==> config.mk <==
export PLATFORM = sky130hd
export DESIGN_NAME = i2c_reg_arb
export DESIGN_NICKNAME = d
export VERILOG_FILES = /design/src/rtl/i2c_reg_arb.sv
export SDC_FILE = /design/constraint.sdc
export NUM_CORES = 1
export LEC_CHECK = 0
export ABC_AREA = 0
export CAP_MARGIN = 20
export CORE_MARGIN = 2
export CORE_UTILIZATION = 42
export CTS_BUF_LIST = sky130_fd_sc_hd__clkbuf_4
export CTS_CLUSTER_DIAMETER = 30
export DETAILED_ROUTE_END_ITERATION = 16
export GPL_ROUTABILITY_DRIVEN = 1
export PLACE_DENSITY = 0.89
export SYNTH_ARGS = -nofsm -noshare
export SYNTH_HDL_FRONTEND = slang
export SYNTH_SLANG_ARGS = --single-unit
==> constraint.sdc <==
create_clock -name clk -period 3.1 [get_ports clk]
set_input_delay 0.62 -clock clk [delete_from_list [all_inputs] [get_ports clk]]
set_output_delay 0.62 -clock clk [all_outputs]
set_load 0.05 [all_outputs]
==> src/rtl/i2c_reg_arb.sv <==
// i2c_reg_arb
// Round-robin arbiter that shares the single-port I2C core register file
// between NREQ bus requesters (0 = APB, 1 = AXI0, 2 = AXI1). Only one
// access is in flight; the response goes back to the granted requester.
//
// Ports:
//   clk, rst              clock, synchronous active-high reset
//   req_valid/ready       per-requester request handshake (ready one-hot, IDLE only)
//   req_we/addr/wdata     packed per-requester request fields
//   rsp_valid/ready       per-requester response handshake (valid one-hot)
//   rsp_rdata, rsp_err    response data (0 for writes/errors), out-of-range flag
//   grant_id              current/last granted requester
//   reg_cs/we/addr/wdata  single-cycle strobe onto the register file
//   reg_rdata             register read data, valid the cycle after reg_cs
module i2c_reg_arb #(
  parameter int NREQ    = 3,
  parameter int AW      = 8,
  parameter int DW      = 32,
  parameter int REG_NUM = 16
) (
  input  logic               clk,
  input  logic               rst,
  input  logic [NREQ-1:0]    req_valid,
  output logic [NREQ-1:0]    req_ready,
  input  logic [NREQ-1:0]    req_we,
  input  logic [NREQ*AW-1:0] req_addr,
  input  logic [NREQ*DW-1:0] req_wdata,
  output logic [NREQ-1:0]    rsp_valid,
  input  logic [NREQ-1:0]    rsp_ready,
  output logic [DW-1:0]      rsp_rdata,
  output logic               rsp_err,
  output logic [1:0]         grant_id,
  output logic               reg_cs,
  output logic               reg_we,
  output logic [AW-3:0]      reg_addr,
  output logic [DW-1:0]      reg_wdata,
  input  logic [DW-1:0]      reg_rdata
);

  typedef enum logic [1:0] {IDLE, ACCESS, LATCH, RESP} state_t;

  state_t          state, state_nxt;
  logic [1:0]      ptr;
  logic [1:0]      win_idx;
  logic            win_found;
  logic            sel_we;
  logic [AW-3:0]   sel_addr;
  logic [DW-1:0]   sel_wdata;
  logic            we_q;
  logic [AW-3:0]   addr_q;
  logic [DW-1:0]   wdata_q;
  logic            err_q;
  logic [DW-1:0]   rdata_q;
  logic [1:0]      gid_q;
  logic            in_range;
  logic            unused_addr_bits;

  // Byte-lane bits of the request addresses carry no information here.
  always_comb begin
    unused_addr_bits = 1'b0;
    for (int i = 0; i < NREQ; i++) begin
      unused_addr_bits = unused_addr_bits ^ (^req_addr[i*AW +: 2]);
    end
  end

  assign in_range = (32'(addr_q) < REG_NUM);

  // Winner search: the lowest valid index at or above ptr takes priority,
  // otherwise the lowest valid index overall (the wrap-around case).
  always_comb begin
    win_found = 1'b0;
    win_idx   = '0;
    for (int i = NREQ - 1; i >= 0; i--) begin
      if (req_valid[i]) begin
        win_found = 1'b1;
        win_idx   = 2'(i);
      end
    end
    for (int i = NREQ - 1; i >= 0; i--) begin
      if (req_valid[i] && (i >= int'(ptr))) begin
        win_idx = 2'(i);
      end
    end
  end

  always_comb begin
    sel_we    = 1'b0;
    sel_addr  = '0;
    sel_wdata = '0;
    for (int i = 0; i < NREQ; i++) begin
      if (win_idx == 2'(i)) begin
        sel_we    = req_we[i];
        sel_addr  = req_addr[i*AW+2 +: AW-2];
        sel_wdata = req_wdata[i*DW +: DW];
      end
    end
  end

  always_ff @(posedge clk) begin
    if (rst) begin
      state <= IDLE;
    end else begin
      state <= state_nxt;
    end
  end

  always_comb begin
    state_nxt = state;
    req_ready = '0;
    rsp_valid = '0;
    reg_cs    = 1'b0;
    case (state)
      IDLE: begin
        if (win_found) begin
          req_ready[win_idx] = 1'b1;
          state_nxt          = ACCESS;
        end
      end
      ACCESS: begin
        reg_cs    = in_range;
        state_nxt = LATCH;
      end
      LATCH: begin
        state_nxt = RESP;
      end
      RESP: begin
        rsp_valid[gid_q] = 1'b1;
        if (rsp_ready[gid_q]) begin
          state_nxt = IDLE;
        end
      end
      default: state_nxt = IDLE;
    endcase
    // An access coinciding with reset must never reach the register file.
    if (rst) begin
      req_ready = '0;
      reg_cs    = 1'b0;
    end
  end

  always_ff @(posedge clk) begin
    if (rst) begin
      ptr     <= '0;
      gid_q   <= '0;
      we_q    <= 1'b0;
      addr_q  <= '0;
      wdata_q <= '0;
      err_q   <= 1'b0;
      rdata_q <= '0;
    end else begin
      case (state)
        IDLE: begin
          if (win_found) begin
            we_q    <= sel_we;
            addr_q  <= sel_addr;
            wdata_q <= sel_wdata;
            gid_q   <= win_idx;
            err_q   <= 1'b0;
            ptr     <= (win_idx == 2'(NREQ - 1)) ? 2'd0 : win_idx + 2'd1;
          end
        end
        ACCESS: begin
          err_q <= ~in_range;
        end
        LATCH: begin
          rdata_q <= (!we_q && !err_q) ? reg_rdata : '0;
        end
        default: ;
      endcase
    end
  end

  assign reg_we    = reg_cs & we_q;
  assign reg_addr  = addr_q;
  assign reg_wdata = wdata_q;
  assign rsp_rdata = rdata_q;
  assign rsp_err   = err_q;
  assign grant_id  = gid_q;

endmodule
==> run metrics <==
Worst-Skew Late Latency 0.43 ns; DR iter-0 viols 125; Syn Nets 678; vias in the first global route 4,568; Yosys top cell by area dfxtp_1; Slowest-stage cell, CP clkdlybuf4s50_1; die height 102 µm; CP Cell Sequence inv_1 > ha_1 > nor4b_2 > clkdlybuf4s50_1; CTS Root Cell clkbuf_4; drc violations 0; GRT overflow 0; run status completed; unrepaired setup endpoints after global routing false; port bufs 237; Post-Syn Area 4000 µm²; worst min-delay path class flip-flop to flip-flop; crit end category primary output; total number of vias 4,656; P&R area growth vs syn 65.8%; Clock Sinks 78; Synth top area share 39.0%; sequential area share after synthesis 39.0%; I/O pin cnt 244; Worst VDD drop 444 µV; setup violators final 0; async set-or-reset flop fraction in the synthesized netlist 0%; First-pass DRT Iterations 5; postcts setup bufs 0; Period minus WS final 2.86 ns; Avg Inst Size Synth 7.85 µm²; Post-CTS Hold Buffers 0; clock buffer depth 2; Peak Freq 349 MHz; Core Rows 35; slew margin rel. 55.2%; Die Wd 102 µm; Final Hold Viols 0; fin. max-slew vios 0; wire length per cell 16.3 µm; leakage 2.43 nW; Yosys reg bits 78; prevailing post-synth register cell dfxtp_1; CTS tree yes; clk_skew 0.0201 ns; DRT Wirelength 14.0 mm; Post-Syn Instances 510; hpwl dp 10.5 mm; measured slew at the worst slew-check pin 0.672 ns; die area 10,300 µm²; crit start category flip-flop; CTS H-tree lvls 3; largest net degree at the start of global routing 64; first-pass GRT wire length 21.3 mm; GRT Total Usage 26.2%; Worst-path clk slew 0.12 ns; Core ar. 9240 µm²; Antenna Nets Post-Route 0; Pwr Total 5.39 mW; CP max FO 4; post-CTS sizing 0; WP data arrival 2.24 ns; ratio of cells with drive above 1 in the final layout 5.75%; EDFF count, synth 0; initial core utilization 43.3%; Worst Path Required 2.48 ns; Post-synth top cells dfxtp_1, nor2_1, nor2b_1; GPL Wtd Cong 0.785; Antenna Cells 0; pwr dens 813 nW/µm²; initial antenna violation count 0; worst setup path class flip-flop to primary output; setup tns final 0 ns; Ys Warns 0; ranking of synthesized cells by area dfxtp_1, nor2b_1, a221oi_1; Synth cell types 29; vias per std cell 5.41; final period utilization 92.3%; Num CTS Buffers 9; Max Cap Violations 0; NumNets Final 894; most common cell in the synthesized netlist dfxtp_1; max incr delay on CP 0.88 ns
==> final cells by class <==
class	instances	area, µm²
Clock buffer	10	75.1
Clock inverter	6	70.1
Fill cell	702	2600
Inverter	3	11.3
Multi-Input combinational cell	384	2250
Sequential cell	78	1560
Tap cell	129	161
Timing Repair Buffer	250	2500
==> placed cells by master (no fill, tap or decap), types with 2 or more instances in the layout <==
| master | n |
|---|---|
| clkdlybuf4s50_1 | 232 |
| dfxtp_1 | 78 |
| nor2_1 | 77 |
| nor2b_1 | 71 |
| nand2_1 | 47 |
| a211oi_1 | 41 |
| o21ai_0 | 40 |
| a221oi_1 | 39 |
| a21oi_1 | 38 |
| buf_4 | 13 |
| clkbuf_4 | 10 |
| ha_1 | 5 |
| buf_12 | 4 |
| inv_1 | 3 |
| nor3b_2 | 3 |
| and2_1 | 3 |
| clkinvlp_4 | 3 |
| o211a_1 | 2 |
| nand2b_1 | 2 |
| nor3_1 | 2 |
| o211ai_1 | 2 |
==> critical path: cells and delay by family (launching register included) <==
kind / cells / cell delay [ns]
adders and majority gates: 1 / 0.21
buffers and inverters: 2 / 1.00
DFF: 1 / 0.35
and+or+nand+nor: 1 / 0.26
==> layer usage <==
metal	part of all wire [%]	up-vias	track usage (%)
li1	-	2240	-
met1	37	2147	27.5
met2	48	236	46.6
met3	11	33	9.80
met4	3.0	0	11.4
met5	0	-	0
==> path summary, 6_finish.rpt <==
| kind | endpoint | start | depth (start not counted) | slack, ns |
|---|---|---|---|---|
| hold reg to reg | reg_wdata[19]$_SDFFE_PP0P_ | reg_wdata[19]$_SDFFE_PP0P_ | 2 | 0.51 |
| setup reg to reg | reg_wdata[22]$_SDFFE_PP0P_ | state[0]$_SDFFE_PP0P_ | 7 | 1.14 |
| setup / recovery | reg_cs | state[1]$_SDFFE_PP0P_ | 4 | 0.24 |
| hold / removal | reg_wdata[19]$_SDFFE_PP0P_ | reg_wdata[19]$_SDFFE_PP0P_ | 2 | 0.51 |
==> report_power, final <==
group          switching, mW  internal, mW
Combinational           2.07          1.21
Clock                  0.375         0.259
Sequential             0.180          1.30
==> flip-flops by register name, summed over array words and instances (netlist names) <==
name / cells
grant_id: 2
ptr: 2
reg_addr: 6
reg_wdata: 32
rsp_err: 1
rsp_rdata: 32
state: 2
we_q: 1
==> stage by stage <==
step / instance area [µm²] / setup WS [ns] / hold slack, ns / cells / utilization [%]
4_1_cts: 6640 / 0.206 / 0.509 / 860 / 71.8
2_1_floorplan: 4020 / 0.206 / 0.486 / 510 / -
6_report: 6640 / 0.238 / 0.505 / 860 / 71.8
3_3_place_gp: 6490 / 0.405 / 0.484 / 844 / 70.3
3_5_place_dp: 6490 / 0.359 / 0.490 / 844 / 70.3
5_1_grt: 6640 / 0.0991 / 0.534 / 860 / 71.8
==> logic make-up (layout without fill, tap and decap cells) <==
group,after synthesis,after routing,share of synthesized area (%)
compound gates,165,165,27.9
simple gates,212,212,25.7
mux,1,1,0.250
fa+ha+maj,5,5,1.56
buf+inv,48,269,5.41
xor+xnor,1,1,0.219
flops,78,78,39.0
(Power assumes the default switching activity.)
